==> config.mk <==
export PLATFORM = sky130hd
export DESIGN_NAME = ef_i2s_tdm_rx_flat
export DESIGN_NICKNAME = d
export VERILOG_FILES = /design/src/rtl/ef_i2s_tdm_rx_if.sv /design/src/rtl/ef_i2s_tdm_rx.sv /design/src/flat_wrapper.sv
export SDC_FILE = /design/constraint.sdc
export NUM_CORES = 1
export LEC_CHECK = 0
export ABC_AREA = 1
export CORE_MARGIN = 8
export CORE_UTILIZATION = 62
export CTS_CLUSTER_DIAMETER = 60
export DETAILED_ROUTE_END_ITERATION = 10
export GPL_TIMING_DRIVEN = 0
export HOLD_SLACK_MARGIN = 0.1
export PLACE_DENSITY = 0.86
export REMOVE_ABC_BUFFERS = 1
export SLEW_MARGIN = 20
export SYNTH_ARGS = -nofsm -noshare
export SYNTH_HDL_FRONTEND = slang
export SYNTH_SLANG_ARGS = --single-unit
==> constraint.sdc <==
create_clock -name clk -period 3.4 [get_ports clk]
set_input_delay 0.68 -clock clk [delete_from_list [all_inputs] [get_ports clk]]
set_output_delay 0.68 -clock clk [all_outputs]
set_load 0.01 [all_outputs]
==> src/rtl/ef_i2s_tdm_rx_if.sv <==
// FIFO drain bus of the I2S/LJ/TDM receiver: read strobe, head data,
// level reporting and the sticky overrun flag with its clear.
interface ef_i2s_tdm_rx_if #(
    parameter int SW  = 32,
    parameter int NCH = 8,
    parameter int AW  = 5
);
    localparam int CW = $clog2(NCH);

    logic              fifo_rd;
    logic [CW+SW-1:0]  fifo_rdata;
    logic [AW:0]       fifo_level;
    logic [AW:0]       fifo_level_threshold;
    logic              fifo_level_above;
    logic              fifo_full;
    logic              fifo_empty;
    logic              overrun;
    logic              overrun_clr;

    // Bus wrapper side: pops entries, sets the threshold, clears overrun.
    modport master (
        output fifo_rd, fifo_level_threshold, overrun_clr,
        input  fifo_rdata, fifo_level, fifo_level_above, fifo_full, fifo_empty, overrun
    );

    // Receiver side: owns the FIFO and status.
    modport slave (
        input  fifo_rd, fifo_level_threshold, overrun_clr,
        output fifo_rdata, fifo_level, fifo_level_above, fifo_full, fifo_empty, overrun
    );
endinterface

==> src/rtl/ef_i2s_tdm_rx.sv <==
// I2S / left-justified / TDM receive master. Generates sck and ws from clk,
// shifts sdi in MSB first, extends each sample to SW bits and pushes
// {slot, sample} into an internal FIFO drained through the interface port.
module ef_i2s_tdm_rx #(
    parameter int SW  = 32,
    parameter int NCH = 8,
    parameter int AW  = 5,
    localparam int CW  = $clog2(NCH),
    localparam int SSW = $clog2(SW) + 1
) (
    input  logic            clk,
    input  logic            rst_n,
    input  logic            en,
    input  logic [1:0]      mode,
    input  logic [CW-1:0]   slots,
    input  logic [NCH-1:0]  slot_mask,
    input  logic [SSW-1:0]  sample_size,
    input  logic            sign_extend,
    input  logic [7:0]      sck_prescaler,
    output logic            sck,
    output logic            ws,
    input  logic            sdi,
    ef_i2s_tdm_rx_if.slave  fifo
);
    localparam int BW    = $clog2(SW);
    localparam int DEPTH = 2 ** AW;
    localparam logic [BW-1:0] LAST_BIT = BW'(SW - 1);

    // ---------------------------------------------------------------- state
    logic [7:0]       cnt_reg;
    logic             sck_reg;
    logic             ws_reg;
    logic [CW-1:0]    slot_reg;
    logic [BW-1:0]    bit_reg;
    logic [SW-1:0]    shift_reg;
    logic             primed_reg;
    logic [1:0]       mode_reg;
    logic [CW-1:0]    slots_reg;
    logic [SSW-1:0]   width_reg;
    logic             push_reg;
    logic [CW+SW-1:0] push_data_reg;

    logic [AW-1:0]    wr_ptr_reg;
    logic [AW-1:0]    rd_ptr_reg;
    logic [AW:0]      level_reg;
    logic             overrun_reg;
    logic [CW+SW-1:0] mem [DEPTH];

    // ------------------------------------------------------- combinational
    logic             tick, rise, fall;
    logic             is_tdm, is_lj;
    logic [1:0]       mode_eff;
    logic [SSW-1:0]   width_eff;
    logic [CW-1:0]    last_slot;
    logic             slot_end, frame_end;
    logic [BW-1:0]    nxt_bit, la_bit, dec_bit;
    logic [CW-1:0]    nxt_slot, la_slot, dec_slot;
    logic             la_end;
    logic             ws_next;
    logic [SW-1:0]    shift_next;
    logic [BW-1:0]    msb_idx;
    logic             sign_bit;
    logic [SW-1:0]    ext_data;
    logic             full, empty, do_pop, do_wr, drop;

    assign tick = en && (cnt_reg == 8'd0);
    assign rise = tick && !sck_reg;
    assign fall = tick && sck_reg;

    // Mode 11 behaves as I2S; sample_size of 0 or beyond SW means full slot.
    assign mode_eff  = (mode == 2'b11) ? 2'b00 : mode;
    assign width_eff = (sample_size == '0 || sample_size > SSW'(SW)) ? SSW'(SW) : sample_size;

    assign is_tdm = (mode_reg == 2'b10);
    assign is_lj  = (mode_reg == 2'b01);

    // Next position on a falling edge, plus a one-bit lookahead so ws can
    // lead the data by one sck in I2S and TDM.
    always_comb begin
        last_slot = is_tdm ? slots_reg : CW'(1);
        slot_end  = (bit_reg == LAST_BIT);
        frame_end = slot_end && (slot_reg == last_slot);
        nxt_bit   = slot_end ? '0 : bit_reg + 1'b1;
        nxt_slot  = frame_end ? '0 : (slot_end ? slot_reg + 1'b1 : slot_reg);
        la_end    = (nxt_bit == LAST_BIT);
        la_bit    = la_end ? '0 : nxt_bit + 1'b1;
        la_slot   = (la_end && nxt_slot == last_slot) ? '0
                  : (la_end ? nxt_slot + 1'b1 : nxt_slot);
        dec_slot  = is_lj ? nxt_slot : la_slot;
        dec_bit   = is_lj ? nxt_bit : la_bit;
        ws_next   = is_tdm ? (dec_slot == '0 && dec_bit == '0) : (dec_slot == CW'(1));
    end

    // Only the first W bits of a slot are shifted in; the rest are ignored.
    always_comb begin
        shift_next = shift_reg;
        if (rise && ({1'b0, bit_reg} < width_reg))
            shift_next = {shift_reg[SW-2:0], sdi};
    end

    assign msb_idx  = BW'(width_reg - SSW'(1));
    assign sign_bit = shift_next[msb_idx];

    for (genvar gi = 0; gi < SW; gi++) begin : g_ext
        assign ext_data[gi] = (SSW'(gi) < width_reg) ? shift_next[gi] : (sign_extend & sign_bit);
    end

    // Prescaler and bit clock; idle forces sck low and reloads the count.
    always_ff @(posedge clk or negedge rst_n) begin
        if (!rst_n) begin
            cnt_reg <= 8'd0;
            sck_reg <= 1'b0;
        end else if (!en) begin
            cnt_reg <= sck_prescaler;
            sck_reg <= 1'b0;
        end else if (cnt_reg == 8'd0) begin
            cnt_reg <= sck_prescaler;
            sck_reg <= ~sck_reg;
        end else begin
            cnt_reg <= cnt_reg - 8'd1;
        end
    end

    // Frame position, ws, primed flag and per-frame configuration snapshot.
    always_ff @(posedge clk or negedge rst_n) begin
        if (!rst_n) begin
            slot_reg   <= '0;
            bit_reg    <= '0;
            ws_reg     <= 1'b0;
            primed_reg <= 1'b0;
            mode_reg   <= 2'b00;
            slots_reg  <= '0;
            width_reg  <= SSW'(SW);
        end else if (!en) begin
            slot_reg   <= '0;
            bit_reg    <= '0;
            ws_reg     <= 1'b0;
            primed_reg <= 1'b0;
            mode_reg   <= mode_eff;
            slots_reg  <= slots;
            width_reg  <= width_eff;
        end else if (fall) begin
            slot_reg <= nxt_slot;
            bit_reg  <= nxt_bit;
            ws_reg   <= ws_next;
            if (slot_end)
                primed_reg <= 1'b1;
            if (frame_end) begin
                mode_reg  <= mode_eff;
                slots_reg <= slots;
                width_reg <= width_eff;
            end
        end
    end

    // Shift register (cleared at each slot start) and the push request.
    always_ff @(posedge clk or negedge rst_n) begin
        if (!rst_n) begin
            shift_reg     <= '0;
            push_reg      <= 1'b0;
            push_data_reg <= '0;
        end else begin
            push_reg <= rise && slot_end && primed_reg && slot_mask[slot_reg];
            if (rise && slot_end)
                push_data_reg <= {slot_reg, ext_data};
            if (!en)
                shift_reg <= '0;
            else if (fall && slot_end)
                shift_reg <= '0;
            else
                shift_reg <= shift_next;
        end
    end

    // ---------------------------------------------------------------- FIFO
    assign full   = (level_reg == DEPTH[AW:0]);
    assign empty  = (level_reg == '0);
    assign do_pop = fifo.fifo_rd && !empty;
    assign do_wr  = push_reg && (!full || fifo.fifo_rd);
    assign drop   = push_reg && full && !fifo.fifo_rd;

    // Pointers and level; a simultaneous write and pop leaves the level unchanged.
    always_ff @(posedge clk or negedge rst_n) begin
        if (!rst_n) begin
            wr_ptr_reg <= '0;
            rd_ptr_reg <= '0;
            level_reg  <= '0;
        end else begin
            if (do_wr)
                wr_ptr_reg <= wr_ptr_reg + 1'b1;
            if (do_pop)
                rd_ptr_reg <= rd_ptr_reg + 1'b1;
            case ({do_wr, do_pop})
                2'b10:   level_reg <= level_reg + 1'b1;
                2'b01:   level_reg <= level_reg - 1'b1;
                default: level_reg <= level_reg;
            endcase
        end
    end

    // Sample storage; the empty flag masks any stale contents after reset.
    always_ff @(posedge clk) begin
        if (do_wr)
            mem[wr_ptr_reg] <= push_data_reg;
    end

    // Sticky overrun; a drop in the same cycle beats the clear.
    always_ff @(posedge clk or negedge rst_n) begin
        if (!rst_n)
            overrun_reg <= 1'b0;
        else if (drop)
            overrun_reg <= 1'b1;
        else if (fifo.overrun_clr)
            overrun_reg <= 1'b0;
    end

    assign sck                   = sck_reg;
    assign ws                    = ws_reg;
    assign fifo.fifo_rdata       = empty ? '0 : mem[rd_ptr_reg];
    assign fifo.fifo_level       = level_reg;
    assign fifo.fifo_level_above = (level_reg > fifo.fifo_level_threshold);
    assign fifo.fifo_full        = full;
    assign fifo.fifo_empty       = empty;
    assign fifo.overrun          = overrun_reg;
endmodule

==> src/flat_wrapper.sv <==
// flat-port wrapper written by rule: the top's interface ports become plain ports
module ef_i2s_tdm_rx_flat 
#(
    parameter int SW  = 32,
    parameter int NCH = 8,
    parameter int AW  = 5,
    localparam int CW  = $clog2(NCH),
    localparam int SSW = $clog2(SW) + 1
)
  (clk, rst_n, en, mode, slots, slot_mask, sample_size, sign_extend, sck_prescaler, sck, ws, sdi, fifo_fifo_rd, fifo_fifo_level_threshold, fifo_overrun_clr, fifo_fifo_rdata, fifo_fifo_level, fifo_fifo_level_above, fifo_fifo_full, fifo_fifo_empty, fifo_overrun);
  ef_i2s_tdm_rx_if #(.SW(SW), .NCH(NCH), .AW(AW)) fifo_i ();
  input  logic clk;
  input  logic rst_n;
  input  logic en;
  input  logic [1:0] mode;
  input  logic [CW-1:0] slots;
  input  logic [NCH-1:0] slot_mask;
  input  logic [SSW-1:0] sample_size;
  input  logic sign_extend;
  input  logic [7:0] sck_prescaler;
  output logic sck;
  output logic ws;
  input  logic sdi;
  input wire logic [$bits(fifo_i.fifo_rd)-1:0] fifo_fifo_rd;
  input wire logic [$bits(fifo_i.fifo_level_threshold)-1:0] fifo_fifo_level_threshold;
  input wire logic [$bits(fifo_i.overrun_clr)-1:0] fifo_overrun_clr;
  output wire logic [$bits(fifo_i.fifo_rdata)-1:0] fifo_fifo_rdata;
  output wire logic [$bits(fifo_i.fifo_level)-1:0] fifo_fifo_level;
  output wire logic [$bits(fifo_i.fifo_level_above)-1:0] fifo_fifo_level_above;
  output wire logic [$bits(fifo_i.fifo_full)-1:0] fifo_fifo_full;
  output wire logic [$bits(fifo_i.fifo_empty)-1:0] fifo_fifo_empty;
  output wire logic [$bits(fifo_i.overrun)-1:0] fifo_overrun;
  assign fifo_i.fifo_rd = fifo_fifo_rd;
  assign fifo_i.fifo_level_threshold = fifo_fifo_level_threshold;
  assign fifo_i.overrun_clr = fifo_overrun_clr;
  assign fifo_fifo_rdata = fifo_i.fifo_rdata;
  assign fifo_fifo_level = fifo_i.fifo_level;
  assign fifo_fifo_level_above = fifo_i.fifo_level_above;
  assign fifo_fifo_full = fifo_i.fifo_full;
  assign fifo_fifo_empty = fifo_i.fifo_empty;
  assign fifo_overrun = fifo_i.overrun;
  ef_i2s_tdm_rx #(.SW(SW), .NCH(NCH), .AW(AW)) u_core (.clk(clk), .rst_n(rst_n), .en(en), .mode(mode), .slots(slots), .slot_mask(slot_mask), .sample_size(sample_size), .sign_extend(sign_extend), .sck_prescaler(sck_prescaler), .sck(sck), .ws(ws), .sdi(sdi), .fifo(fifo_i));
endmodule
==> results of run 1 <==
[cells in the mapped netlist, drive strengths merged, types with 16 or more instances]
master  count  area share [%]
a41oi      23            0.40
o21ai     652             6.5
a211oi     24            0.36
ha         30            0.74
nand2     461             3.4
clkbuf    232             1.7
edfxtp   1120              67
xor2       20            0.35
a21oi      20            0.22
o221ai     99             1.7
a31oi      16            0.20
o211ai     16            0.24
nor2      707             5.3
buf        32            0.35
inv       188             1.4
nand3     168             1.7
o22ai     176             2.2
dfrtp     114             5.7
[timing repair]
action / in CTS
pin swaps: 116
cloned: 66
endpoints found under the hold margin: 57
gates resized for setup: 421
setup endpoints to repair: 85
hold buffers: 1
buffers inserted: 83
[per-stage QoR]
stage / instance area (sq um) / instances / TNS [ns] / hold slack (ns)
2_1_floorplan: 49300 / 3886 / -841.79 / 0.384
3_3_place_gp: 51500 / 5032 / -5344.94 / 0.455
3_5_place_dp: 54200 / 5127 / -152.09 / 0.469
4_1_cts: 61200 / 5487 / -21.02 / 0.484
[kinds of logic after synthesis]
| kind of cell | count (synthesis) | share of synthesized area (%) |
|---|---|---|
| and+or+nand+nor | 1359 | 10.7 |
| DFF | 1235 | 72.5 |
| AOI/OAI and AO/OA | 1046 | 12.1 |
| buffers and inverters | 456 | 3.51 |
| adders and majority gates | 31 | 0.785 |
| xor gates and xnor gates | 23 | 0.400 |
==> reports/metrics.cfg, run 1 <==
[yosys]
netlist_area_sq_um=50400
synth.yosys.seq_area_share_pct=72.5
synth_enable_flop_cells=1120
synth-seq-cells=1235
yosysWarnings=0
ys_async_sr_fraction_pct=9.31
avgSynthCellArea_sq_um=12.1
synth_cell_type_count=46
synthFlopType=edfxtp_1
synthCells=4150

[clocking]
cts_buffer_depth=3
cts_root_buffer=clkbuf_16
htree_levels=3
cts_sinks=1235
cts_buffers=113

[placement]
gp_congestion=0.936
dp_hpwl_um=82200
dp_slack_ns=-2.11
port-buffer-count=86

[die]
boundaryPins=87
start_util_pct=62.6
rows=104
die_w_um=301
fp.dieH_um=301

[timing]
worst_path_end_type=output port
crit_endpoint=fifo_fifo_rdata[6]

[global_routing]
grt_max_degree=73
antenna_found_initial=25

[run_status]
error=[ERROR GRT-0183] Net _2259_: the 3D maze router ran out of legal paths (heap underflow) - the net is boxed in by local congestion or blockages.
haltStage=global routing
status=did not finish

==> inputs of run 2 (changes only) <==
Settings changed: CORE_UTILIZATION 62 to 40, CTS_CLUSTER_DIAMETER 60 to default, HOLD_SLACK_MARGIN 0.1 to default, PLACE_DENSITY 0.86 to default, PLACE_DENSITY_LB_ADDON from default to 0.15.
==> run 2 against run 1 <==
Net effect: the flow now finishes, with violations (negative setup slack); synthesized area stayed put; synthesized cell count is the same.
==> reports/metrics.cfg, run 2 <==
[final_layout]
drive_above_1_share_pct=16.5
largest_reg_flops=1120
fin_nets=4475
multi_input_area_sq_um=13400
antenna_cells=0
area_delta_synth_final_pct=26.3
layout_common_cells=1,120 x edfxtp_1, 651 x nor2_1, 547 x o21ai_0
n_fill_cell=10600
final_common_cell=edfxtp_1
fin_util_pct=50.8
seqCellArea_sq_um=36500

[timing]
tns_ns=-14.07
finalHoldViolCount=0
post-route-min-period_ns=3.95
max_slew_margin_pct=24.6
fin_crit_sh_pct=116
timing_worst_slew_pin_value_ns=1.13
slew_viol_final=0
rsz0062_at_grt=true
setup_viol=35
setup_ws_ns=-0.552
max_freq_ghz=0.253
fin_skew_ns=0.0349

[pwr]
p_leak_nw=25.3
irDropWorstVdd_uv=455
p_per_area_nw_per_um2=822

[yosys]
synth_top_cell_by_area=edfxtp_1
synthFlopType=edfxtp_1
synthTopCellsByArea=edfxtp_1 67%, o21ai_0 6.4%, dfrtp_1 5.7%
yosys.area.top_type_share_pct=66.7  ; unchanged
netlist_area_sq_um=50400  ; unchanged
ys_async_sr_fraction_pct=9.31  ; unchanged
synthTopCellsByCount=1,120 x edfxtp_1, 705 x nor2_1, 645 x o21ai_0
synth_enable_flop_cells=1120  ; unchanged
synth.most_common_cell=edfxtp_1
synthCells=4150  ; unchanged
synth_cell_type_count=46  ; unchanged
synth-seq-cells=1235  ; unchanged
synth.yosys.seq_area_share_pct=72.5  ; unchanged
avgSynthCellArea_sq_um=12.1  ; unchanged
yosysWarnings=0  ; unchanged

[die]
start_util_pct=40.2  ; -22 points
die_w_um=371  ; +23%
coreArea_sq_um=125000
rows=130  ; +25%
boundaryPins=87  ; unchanged
die_area_sq_um=138000
fp.dieH_um=371  ; +23%

[global_routing]
antenna_found_initial=6
grt_pass1_wl_um=240000
grt_pass1_vias=33300
grt_max_degree=70
overflow=0
grt_usage_pct=23.9

[worst_setup_path]
cpMaxStageDelayCell=dfrtp_4
critPathMostFrequentCell=buf_16
crit_chain=buf_16 -> buf_16 -> buf_16 -> inv_16 -> buf_12 -> buf_16 -> nor2_1 -> o22ai_1 -> o211ai_1 -> a211oi_2 -> buf_2
required_ns=2.72
path_delay_family=buffers and inverters
ff2ff_path_depth=19
rr_startpoint=u_core.width_reg[1]
worst-path-buf-inv=7
cp-startpoint=u_core.rd_ptr_reg[0]
crit_cells=11
crit_type=reg2out
setup.worst_path.start_class=register
crit_path_end_kind=primary output
worstPathArrival_ns=3.27
worst-path-max-fanout=28
max_stage_delay_ns=0.54

[route]
wl_um=169000
wire_per_inst_um=27.5
vias=35600
drc_errors=0
viasPerCell=5.79
drtIter0Drc=4092
final_antenna_net_count=0
drt_first_pass_iters=6

[run_status]
status=finished with violations
failed_checks=negative setup slack

[clocking]
cts_buffers=132  ; +17%
cts_tree=yes
htree_levels=4  ; +1
clk_transition_reported_paths_ns=0.06
cts_buffer_depth=3  ; unchanged
cts_root_buffer=clkbuf_16
cts_sinks=1235  ; unchanged
clk_latency_ns=0.74

[run]
maxCapViolations=0

[worst_hold_path]
min_path_type=in2async

[placement]
port-buffer-count=86  ; unchanged
dp_hpwl_um=87000  ; +5.8%
gp_congestion=0.848  ; -9.3%

## run 2: cell counts after synthesis
No cell type changed its count.
## run 2: metal layers
metal	track usage (%)	vias up	share of wire [%]
met3	4.41	365	8.8
met5	0	-	0.012
met1	33.6	17800	42
li1	-	15700	-
met4	8.86	4	4.3
met2	37.0	1725	45
## run 2: power by group
group	leakage [nW]	switching, mW	total [mW]	internal (mW)
logic	8.77	12.6	22.1	9.44
registers	14.5	0.269	16.7	16.4
clock network	1.95	5.78	13.5	7.75
## run 2: final timing paths
kind,to,slack (ns)
setup / recovery,fifo_fifo_rdata[17],-0.55
hold / removal,u_core.push_data_reg[13],0.45
setup reg to reg,u_core.push_data_reg[5],0.16
hold reg to reg,u_core.cnt_reg[0],0.47
max in group asynchronous,u_core.rd_ptr_reg[4],2.14
min in group clk,u_core.slots_reg[2],0.47
## run 2: cell type report
cell class | count | area share, %
sequential | 1235 | 57.4
multi-input combinational | 2463 | 21.0
timing repair buffer | 370 | 10.5
clock buffer | 174 | 5.62
tap | 1650 | 3.24
inverter | 192 | 1.30
clock inverter | 58 | 0.635
timing repair inverter | 10 | 0.291
## run 2: per-stage QoR
| stage | worst slack, ns | area (sq um) | hold slack [ns] | total power [mW] | instances |
|---|---|---|---|---|---|
| 2_1_floorplan | -22.79 | 49300 | 0.384 | 23.5 | 3886 |
| 3_3_place_gp | -66.08 | 52300 | 0.458 | 24.9 | 5622 |
| 3_5_place_dp | -2.16 | 55100 | 0.463 | 31.7 | 5732 |
| 4_1_cts | -0.534 | 62600 | 0.430 | 51.1 | 6111 |
| 5_1_grt | -0.587 | 63600 | 0.471 | 54.5 | 6152 |
| 6_report | -0.552 | 63600 | 0.454 | 52.3 | 6152 |
## run 2: logic make-up after synthesis
kind of cell | after synthesis | synth area share (%)
AND/OR/NAND/NOR | 1359 | 10.7
adder cells (fa/ha/maj) | 31 | 0.785
buffers and inverters | 456 | 3.51
XOR/XNOR | 23 | 0.400
AO/OA/AOI/OAI | 1046 | 12.1
flip-flops | 1235 | 72.5
## run 2: worst reg2reg max path, cell delays in order, from the launching register on
cell     delay (ns)
dfrtp_1        0.53
inv_1          0.17
ha_1           0.32
nand2_1        0.07
nand2_1        0.18
a21oi_4        0.24
buf_12         0.15
nand2_8        0.12
o21ai_2        0.23
nand2_1        0.07
nand3_1        0.08
nand3_1        0.10
nand3_1        0.11
nand2_1        0.07
nand2_2        0.11
nand3_4        0.13
buf_4          0.19
nand2_1        0.06
nand2_1        0.13
nand2_1        0.10
## run 2: timing repair
item / CTS / global route
hold buffers: 1 / 0
setup buffers: 69 / 34
endpoints found under the hold margin: 46 / 0
endpoints found under the setup margin: 69 / 72
gates cloned: 77 / 13
pin swaps: 76 / 113
resized for setup: 379 / 181
No activity file was read; power rests on OpenSTA's default activity.
==> inputs of run 3 (changes only) <==
Settings changed: TNS_END_PERCENT from default to 5.
==> run 3 against run 2 <==
Net effect: the flow still finishes with violations (negative setup slack); via count fell by 0.87%; count of clock-buffer cells in the layout did not move; flip-flop and latch count did not move; clock skew rose by 0.0022 ns; die area did not move; combinational power fell by 7%; critical path type unchanged; largest cell class unchanged.
==> reports/metrics.cfg, run 3 (same netlist as run 2, synthesis figures left out) <==
[run_status]
status=finished with violations
failed_checks=negative setup slack

[final_layout]
final_common_cell=edfxtp_1
n_fill_cell=10700  ; +1.5%
layout_common_cells=1,120 x edfxtp_1, 664 x nor2_1, 595 x o21ai_0
area_delta_synth_final_pct=24.1
largest_reg_flops=1120  ; unchanged
antenna_cells=0  ; unchanged
drive_above_1_share_pct=14.1  ; -2.4 points
fin_nets=4434  ; -0.92%

[timing]
post-route-min-period_ns=3.91  ; -0.0416 ns
fin_skew_ns=0.0371  ; +0.00223 ns
timing.hold.ws_ns=0.457  ; +0.00213 ns
tns_ns=-14.23  ; -0.165 ns
slew_viol_final=0  ; unchanged
rsz0062_at_grt=true
setup_ws_ns=-0.510  ; +0.0416 ns
fin_crit_sh_pct=115  ; -1.2 points
max_slew_margin_pct=25.6  ; +1.0 points
timing_worst_slew_pin_value_ns=1.12  ; -0.0150 ns
setup_viol=36  ; +2.9%
max_freq_ghz=0.256  ; +1.1%
finalHoldViolCount=0  ; unchanged

[pwr]
switchingPower_mw=18.0  ; -3.6%
p_per_area_nw_per_um2=812  ; -1.3%
irDropWorstVdd_uv=420  ; -7.5%
internal-power_mw=32.7  ; -2.6%
pwr-share-clk_pct=26.7  ; +0.8 points
switching_share_pct=35.5  ; -0.23 points
p_leak_nw=24.8  ; -1.8%
pwr-share-seq_pct=32.9  ; +1.0 points
pwr-share-comb_pct=40.4  ; -1.8 points

[worst_setup_path]
cp-startpoint=u_core.rd_ptr_reg[0]
cpMaxStageDelayCell=dfrtp_4
crit_chain=buf_16 -> buf_16 -> buf_16 -> clkinv_16 -> buf_12 -> bufbuf_16 -> nor2_1 -> o22ai_1 -> a221oi_2 -> a211oi_2 -> buf_2
worst-path-buf-inv=7  ; unchanged
worst-path-max-fanout=15  ; -46%
setup.worst_path.start_class=register
rr_startpoint=u_core.fifo.fifo_level[0]
max_stage_delay_ns=0.49  ; -0.05 ns
crit_cells=11  ; unchanged
crit_path_end_kind=primary output
worstPathArrival_ns=3.23  ; -0.04 ns
endpoint=fifo_fifo_rdata[18]
path_delay_family=buffers and inverters
ff2ff_path_depth=17  ; -2
critPathMostFrequentCell=buf_16
r2r_end=u_core.fifo.fifo_level[5]
ff2ff_setup_slack_ns=-0.18  ; -0.34 ns
crit_type=reg2out
required_ns=2.72  ; about the same

[clocking]
clk_transition_reported_paths_ns=0.06  ; about the same
clk_latency_ns=0.74  ; about the same
cts_root_buffer=clkbuf_16
cts_sinks=1235  ; unchanged
cts_tree=yes
cts_buffer_depth=3  ; unchanged
cts_buffers=132  ; unchanged
htree_levels=4  ; unchanged

[route]
wire_per_inst_um=27.1  ; -1.3%
drt_first_pass_iters=6  ; unchanged
wl_um=166000  ; -2.0%
viasPerCell=5.78  ; -0.21%
vias=35300  ; -0.87%
drtIter0Drc=3796  ; -7.2%
drc_errors=0  ; unchanged
final_antenna_net_count=0  ; unchanged

[global_routing]
grt_max_degree=70  ; unchanged
grt_pass1_wl_um=238000  ; -0.74%
grt_pass1_vias=33200  ; -0.21%
overflow=0  ; unchanged
antenna_found_initial=4  ; -2
grt_usage_pct=23.6  ; -0.24 points

[die]
die_area_sq_um=138000  ; unchanged
rows=130  ; unchanged
die_w_um=371  ; unchanged
boundaryPins=87  ; unchanged
start_util_pct=40.2  ; unchanged
coreArea_sq_um=125000  ; unchanged
fp.dieH_um=371  ; unchanged

[placement]
port-buffer-count=86  ; unchanged
gp_congestion=0.848  ; unchanged
dp_hpwl_um=87000  ; unchanged

[worst_hold_path]
min_path_type=in2async

[run]
maxCapViolations=0  ; unchanged

run 3: changes by cell type in the layout (fill, tap and decap cells not counted), moves of 8 or more:
cell,delta
nand3_2,-8
o21ai_0,+48
nor2_2,-9
o221ai_2,-8
o21ai_1,-22
o21ai_2,-23
nor2_1,+13
nand3_1,+8
buf_16,-13
clkbuf_16,-8
o22ai_1,+9
o22ai_2,-9
buf_12,-13
o221ai_1,+8
run 3: worst min-delay path by stage:
stage	slack (ns)	cells after the start	end
6_report	0.46	2	u_core.push_data_reg[14]
5_1_grt	0.47	2	u_core.push_data_reg[14]
4_1_cts	0.43	3	u_core.slots_reg[2]
3_5_place_dp	0.46	2	u_core.slots_reg[2]
3_3_place_gp	0.46	1	u_core.cnt_reg[0]
2_1_floorplan	0.38	0	u_core.bit_reg[0]
run 3: routing by layer:
metal | vias to the layer above | GRT usage, % | part of all wire [%]
met5 | - | 0 | 0.0042
met4 | 2 | 8.57 | 3.9
met3 | 322 | 4.09 | 8.3
met2 | 1659 | 36.8 | 45
met1 | 17700 | 33.3 | 43
li1 | 15600 | - | -
run 3: power by group through the flow:
stage / clock (mW) / sequential (mW) / combinational, mW
6_report: 13.5 / 16.7 / 20.5
5_1_grt: 14.3 / 16.7 / 21.9
4_1_cts: 13.7 / 16.7 / 20.0
3_5_place_dp: 0 / 17.2 / 14.5
3_3_place_gp: 0 / 17.7 / 7.19
2_1_floorplan: 0 / 17.4 / 6.03
run 3: stage by stage:
step,std cells,total power [mW],setup WS (ns),util (%),instance area (sq um)
global route,6111,52.9,-0.596,49.9,62500
finish,6111,50.8,-0.510,49.9,62500
floorplan,3886,23.5,-22.79,-,49300
global placement,5622,24.9,-66.08,41.7,52300
detailed placement,5732,31.7,-2.16,44.0,55100
CTS,6096,50.4,-0.535,49.6,62100
run 3: area by class of cell:
type                    count  area, sq um  share of cell area (%)
clock inverters            58          404                   0.646
repair buffers            331         5970                    9.55
flip-flops and latches   1235        36500                    58.4
inverters                 192          815                    1.30
repair inverters            9          171                   0.274
well taps                1650         2060                    3.30
clock buffers             174         3580                    5.72
multi-input cells        2462        13000                    20.8
run 3: worst reg2reg max path, cell delays in order (launching register included):
cell	delay [ns]
dfrtp_1	0.44
inv_1	0.15
nand4_1	0.18
nor3_4	0.28
inv_2	0.22
buf_12	0.23
nand2_1	0.12
inv_1	0.13
ha_1	0.29
ha_1	0.36
a21oi_1	0.16
inv_1	0.05
a31oi_1	0.18
nor2_1	0.08
o21a_1	0.18
o21ai_0	0.14
nand3_1	0.10
xor2_1	0.15
run 3: what timing repair did:
item,4_1_cts,5_1_grt
setup endpoints to repair,69,73
gates resized for setup,297,91
hold buffers,1,0
hold endpoints to repair,46,0
pin swaps,45,36
gates cloned,68,3
setup buffers,63,14
